`src/rtl/xor_pkg.sv`:
```
// Shared definitions for the XOR checksum datapath: FSM state encoding
// and the default word width.
package xor_pkg;

    localparam int XOR_DEFAULT_WIDTH = 16;

    typedef enum logic [1:0] {
        ST_IDLE  = 2'd0,
        ST_ACCUM = 2'd1,
        ST_DONE  = 2'd2
    } state_t;

endpackage

```
`src/rtl/xor_checksum_if.sv`:
```
// Stream-in / result-out handshake bundle for xor_checksum.
// The master is the producer/consumer side. The slave is the checksum block.
interface xor_checksum_if #(
    parameter int WIDTH = 16,
    parameter int CNT_W = 8
);
    logic [WIDTH-1:0] in_data;
    logic             in_valid;
    logic             in_last;
    logic             in_ready;
    logic [WIDTH-1:0] out_sum;
    logic [CNT_W-1:0] out_count;
    logic             out_overflow;
    logic             out_valid;
    logic             out_ready;

    modport master (
        output in_data, in_valid, in_last, out_ready,
        input  in_ready, out_sum, out_count, out_overflow, out_valid
    );

    modport slave (
        input  in_data, in_valid, in_last, out_ready,
        output in_ready, out_sum, out_count, out_overflow, out_valid
    );
endinterface

```
`src/rtl/xor_checksum_xor.sv`:
```
// Parameterized bitwise XOR gate used to fold words into the accumulator.
module Xor #(
    parameter int WIDTH = 16
) (
    input  logic [WIDTH-1:0] a,
    input  logic [WIDTH-1:0] b,
    output logic [WIDTH-1:0] y
);
    assign y = a ^ b;
endmodule

```
`src/rtl/xor_checksum.sv`:
```
// Streaming XOR-checksum accumulator. It folds each framed word into a running
// checksum and counts the words, saturating the count. It then holds the
// result on the output handshake until the consumer takes it.
module xor_checksum
    import xor_pkg::*;
#(
    parameter int WIDTH = XOR_DEFAULT_WIDTH,
    parameter int CNT_W = 8
) (
    input  logic clk,
    input  logic rst_n,
    xor_checksum_if.slave bus
);

    state_t           state_q, state_d;
    logic [WIDTH-1:0] acc_q, acc_d;
    logic [CNT_W-1:0] count_q, count_d;
    logic             ovf_q, ovf_d;
    logic [WIDTH-1:0] xor_y;
    logic             in_ready_c;
    logic             out_valid_c;

    Xor #(.WIDTH(WIDTH)) u_xor (
        .a (acc_q),
        .b (bus.in_data),
        .y (xor_y)
    );

    // Next-state, accumulator/counter update and handshake decode from registered state
    always_comb begin
        state_d     = state_q;
        acc_d       = acc_q;
        count_d     = count_q;
        ovf_d       = ovf_q;
        in_ready_c  = 1'b0;
        out_valid_c = 1'b0;
        case (state_q)
            ST_IDLE: begin
                in_ready_c = 1'b1;
                acc_d      = '0;
                count_d    = '0;
                ovf_d      = 1'b0;
                if (bus.in_valid) begin
                    acc_d   = bus.in_data;
                    count_d = CNT_W'(1);
                    state_d = bus.in_last ? ST_DONE : ST_ACCUM;
                end
            end
            ST_ACCUM: begin
                in_ready_c = 1'b1;
                if (bus.in_valid) begin
                    acc_d = xor_y;
                    if (count_q == '1) begin
                        ovf_d = 1'b1;
                    end else begin
                        count_d = count_q + CNT_W'(1);
                    end
                    if (bus.in_last) begin
                        state_d = ST_DONE;
                    end
                end
            end
            ST_DONE: begin
                out_valid_c = 1'b1;
                if (bus.out_ready) begin
                    state_d = ST_IDLE;
                    acc_d   = '0;
                    count_d = '0;
                    ovf_d   = 1'b0;
                end
            end
            default: begin
                state_d = ST_IDLE;
                acc_d   = '0;
                count_d = '0;
                ovf_d   = 1'b0;
            end
        endcase
    end

    // State and datapath registers; reset drops any partial frame
    always_ff @(posedge clk or negedge rst_n) begin
        if (!rst_n) begin
            state_q <= ST_IDLE;
            acc_q   <= '0;
            count_q <= '0;
            ovf_q   <= 1'b0;
        end else begin
            state_q <= state_d;
            acc_q   <= acc_d;
            count_q <= count_d;
            ovf_q   <= ovf_d;
        end
    end

    assign bus.in_ready     = in_ready_c;
    assign bus.out_valid    = out_valid_c;
    assign bus.out_sum      = out_valid_c ? acc_q : '0;
    assign bus.out_count    = out_valid_c ? count_q : '0;
    assign bus.out_overflow = out_valid_c & ovf_q;

endmodule

```
`src/flat_wrapper.sv`:
```
// flat-port wrapper written by rule: the top's interface ports become plain ports
module xor_checksum_flat import xor_pkg::*;
#(
    parameter int WIDTH = XOR_DEFAULT_WIDTH,
    parameter int CNT_W = 8
)
  (clk, rst_n, bus_in_data, bus_in_valid, bus_in_last, bus_out_ready, bus_in_ready, bus_out_sum, bus_out_count, bus_out_overflow, bus_out_valid);
  xor_checksum_if #(.WIDTH(WIDTH), .CNT_W(CNT_W)) bus_i ();
  input  logic clk;
  input  logic rst_n;
  input wire logic [$bits(bus_i.in_data)-1:0] bus_in_data;
  input wire logic [$bits(bus_i.in_valid)-1:0] bus_in_valid;
  input wire logic [$bits(bus_i.in_last)-1:0] bus_in_last;
  input wire logic [$bits(bus_i.out_ready)-1:0] bus_out_ready;
  output wire logic [$bits(bus_i.in_ready)-1:0] bus_in_ready;
  output wire logic [$bits(bus_i.out_sum)-1:0] bus_out_sum;
  output wire logic [$bits(bus_i.out_count)-1:0] bus_out_count;
  output wire logic [$bits(bus_i.out_overflow)-1:0] bus_out_overflow;
  output wire logic [$bits(bus_i.out_valid)-1:0] bus_out_valid;
  assign bus_i.in_data = bus_in_data;
  assign bus_i.in_valid = bus_in_valid;
  assign bus_i.in_last = bus_in_last;
  assign bus_i.out_ready = bus_out_ready;
  assign bus_in_ready = bus_i.in_ready;
  assign bus_out_sum = bus_i.out_sum;
  assign bus_out_count = bus_i.out_count;
  assign bus_out_overflow = bus_i.out_overflow;
  assign bus_out_valid = bus_i.out_valid;
  xor_checksum #(.WIDTH(WIDTH), .CNT_W(CNT_W)) u_core (.clk(clk), .rst_n(rst_n), .bus(bus_i));
endmodule
```
`config.mk`:
```
export PLATFORM = sky130hd
export DESIGN_NAME = xor_checksum_flat
export DESIGN_NICKNAME = d
export VERILOG_FILES = /design/src/rtl/xor_pkg.sv /design/src/rtl/xor_checksum_if.sv /design/src/rtl/xor_checksum_xor.sv /design/src/rtl/xor_checksum.sv /design/src/flat_wrapper.sv
export SDC_FILE = /design/constraint.sdc
export NUM_CORES = 1
export LEC_CHECK = 0
export ABC_AREA = 1
export CORE_UTILIZATION = 52
export DETAILED_ROUTE_END_ITERATION = 8
export MAX_ROUTING_LAYER = met4
export PLACE_DENSITY = 0.85
export SYNTH_ARGS = -nofsm -noshare
export SYNTH_HDL_FRONTEND = slang
export SYNTH_SLANG_ARGS = --single-unit
```
`constraint.sdc`:
```
create_clock -name clk -period 2.5 [get_ports clk]
set_input_delay 0.5 -clock clk [delete_from_list [all_inputs] [get_ports clk]]
set_output_delay 0.5 -clock clk [all_outputs]
set_load 0.05 [all_outputs]
```
==> results.txt <==
- Status: finished clean
- Setup Slack @ Placement: 342 ps
- Once placement finished, the instance area stood at 2510 sq um.
- Warning count from the yosys run: 0
* DP HPWL: 3470 microns
* Area delta synth->final: 45.0%
- Setup Crit Path Kind: flip-flop to output port
- Count of TritonRoute iterations in the first routing pass: 4
- TritonCTS built the clock tree.
* Total setup violations reported at the end of the flow: 0
- Averaged over all synthesized cells, the footprint is 6.77 sq um.
- Synthesis produced 263 cells.
* Cts bufs inserted: 3
- Number of global-route vias before repair: around 1.9k
- The count of nets left with antenna violations once routing finished came out at 0.
* Leading cell type by number of instances after synthesis: nor2_1
- The worst-case IR drop observed on VDD is between 0.0005 and 0.0006 V.
- After layout, the design draws a total of 2.35 mW.
- Static timing analysis puts the maximum clock frequency at between 0.4 and 0.5 GHz.
- Dividing the detail-routed via count by the number of cells gives about 5.4.
* Total gr overflow: 0
- Period utilisation layout: a little over nine tenths
* Number of max-slew violations in the final report: 0
* Top post-synthesis cells by count: 50 x nor2_1, 48 x nand2_1, 46 x nand3_1, 32 x inv_1, 27 x dfrtp_1
* Clk slew on worst S/H paths: around 150 ps
- Row generation in the floorplan step produced 20 rows.
- The repair_antennas step left the layout with diodes totalling 0.
- After detailed routing, the total wire length is 4880 microns.
- Maximum number of buffers from clock root to sink: 2
- Global routing used between 30% and 40% of the available tracks.
- Leading post-synthesis cells by cell area: dfrtp_1 38%, nand3_1 13%, nor2_1 11%, nand2_1 10%, o21ai_0 7.0%
* Measured slew at the worst slew-check pin: ~560 ps
* Largest net degree at the start of global routing: 31
* Number of nets in the finished design: roughly 340
- Across the routed clock network, the largest skew measured is around 5.8 ps.
* Number of fill cells: 219
- For this run, the leading register cell type out of synthesis is dfrtp_1.
* Leakage power figure: between 1 and 1.5 nW
- The worst hold path belongs to the class flip-flop to flip-flop.
* Clock root buffer: clkbuf_4
* Initial antenna violation count: 0
* Part of the Yosys area used for sequential elements: approximately 38%
- Initial standard-cell utilization of the core: between 50 and 60%
* Utilization after layout: between 80 and 90%
* Relative slew slack: 62.4%
- between 40 and 50 I/O pins were placed.
- Largest area contributor in the synthesized netlist: dfrtp_1
- The first global-routing pass estimated ~8000 microns of wire.
- After the first detailed-routing iteration, the DRC count stood at ~120.
* CP cell instances: inv_2 -> nor2_4 -> clkinvlp_4 -> buf_4 -> nor2_1 -> buf_12
* Share of the synthesized area in the top cell type: 38.0%
* Total number of vias: slightly below 2k
- Maximum fanout encountered on the critical timing path: 6
- The number of failing hold endpoints at the final stage came to 0.
- After synthesis, the share of flip-flops with an asynchronous set or reset is between 90% and 100%.
- WHS: 510 ps
* Setup TNS: 0 ps
- The congestion estimate from routability-driven global placement came to ~0.92.
* Critical Path Max Stage Delay: about 530 ps
- After detailed routing, the average wire length per cell comes to approximately 14 microns.
- The cell area that synthesis handed to floorplanning was 1780 sq um.
- Summing all non-filler instances in the final layout gives an area of approximately 2600 sq um.
- DRC errors left: 0
* Time the final worst path needs with I/O delays and setup: 2380 ps
- Number of nets in the synthesized netlist: ~290
- Die width: roughly 60 microns
- Of the cells placed in the final design, the portion with a size suffix greater than 1 is between 10% and 20%.
- Setup crit start kind: flip-flop
- Power density relative to cell area: slightly above 900 nW/um^2
* Data arrival time at the worst-slack endpoint: between 1500 and 2000 ps
- Post-placement cell count: around 350
- Critical path's slowest cell: dfrtp_1
* Worst Path Required: ~2000 ps
- Die boundary height: slightly above 60 microns
- Sink count of the clock tree: 27
- In this run, distinct cell masters in the synthesized netlist total 23.
- Sort of element at the end of the critical path: output port
- Number of hold-repair buffers added at the cts stage: 0
- In this run the register-to-register setup slack is ~830 ps.
- Number of H-tree branching levels: 1
- For the worst-skew pair, the clock arrives at the later sink with an insertion delay of about 330 ps.
- In this run, synthesis produced a sequential element count of 27.
* Final cell count without fillers: 356
- Across the run, the number of max-cap violations was 0.
- Die area: 3660 sq um
- Buffers placed on the I/O ports in this run total 47.
* Number of synthesized flops with an enable pin: 0
- Setup ws final: 122 ps
- Total core area: roughly 3200 sq um
## critical path, delay by kind of cell (launching register included)
kind / cells / cell delay [ps]
buf+inv: 4 / 640
simple gates: 2 / 380
flops: 1 / 530
## cell type report
cell class	count	area, sq um	share of cell area (%)
flip-flops and latches	27	676	26.2
clock buffers	4	26.3	1.02
inverters	35	135	5.24
multi-input cells	190	901	34.9
repair buffers	55	779	30.2
repair inverters	1	7.51	0.291
well taps	44	55.1	2.13
## timing repair
item,in CTS,in global routing
setup endpoints to repair,25,25
cloned,1,0
buffers inserted,0,5
resized for setup,3,0
## sequential cells by signal, indices dropped and copies added (netlist names)
name            count
u_core.acc_q       16
u_core.count_q      8
u_core.state_q      2
u_core.ovf_q        1
## worst paths after layout
check                                   from                end  cells after the start
max                        u_core.state_q[1]     bus_out_sum[0]                      6
min                             u_core.ovf_q       u_core.ovf_q                      1
max reg2reg                u_core.state_q[1]    u_core.acc_q[6]                      7
min reg2reg                     u_core.ovf_q       u_core.ovf_q                      1
max in group asynchronous              rst_n    u_core.acc_q[5]                      2
min in group asynchronous              rst_n  u_core.count_q[7]                      2
## cell usage in the layout, fill, tap and decap left out
master / n
dfrtp_1: 27
nand4_1: 2
buf_12: 25
nand2_8: 1
nor2_4: 3
nand3_2: 1
inv_2: 3
clkbuf_4: 3
clkdlybuf4s50_1: 21
o31ai_1: 1
clkinvlp_4: 2
o21ai_1: 5
o21a_1: 1
nor3_1: 1
nor2_1: 50
nand2_1: 48
dlygate4sd2_1: 1
buf_4: 8
ha_1: 1
nand3_4: 1
o211ai_1: 1
nand2_2: 3
nand3_1: 46
inv_1: 31
clkbuf_1: 1
o21ai_0: 25
## layer usage
metal | track usage [%] | vias to the layer above | routed length, microns
met5 | - | - | 0
met3 | 4.05 | 15 | 260
met4 | 12.7 | 0 | 138
met2 | 51.5 | 77 | 2390
met1 | 36.0 | 903 | 2090
li1 | - | 943 | -
## cells by family (layout without fill, tap and decap cells)
kind of cell	count (synthesis)	in the layout	synth area share, %
fa+ha+maj	1	1	0.703
compound gates	33	33	9.70
simple gates	156	156	40.2
flops	27	27	38.0
buf+inv	46	95	11.4
## report_power, final
part / switching [mW] / internal, mW
logic: 0.917 / 0.513
clock network: 0.135 / 0.0627
registers: 0.143 / 0.581
(Power assumes the default switching activity.)
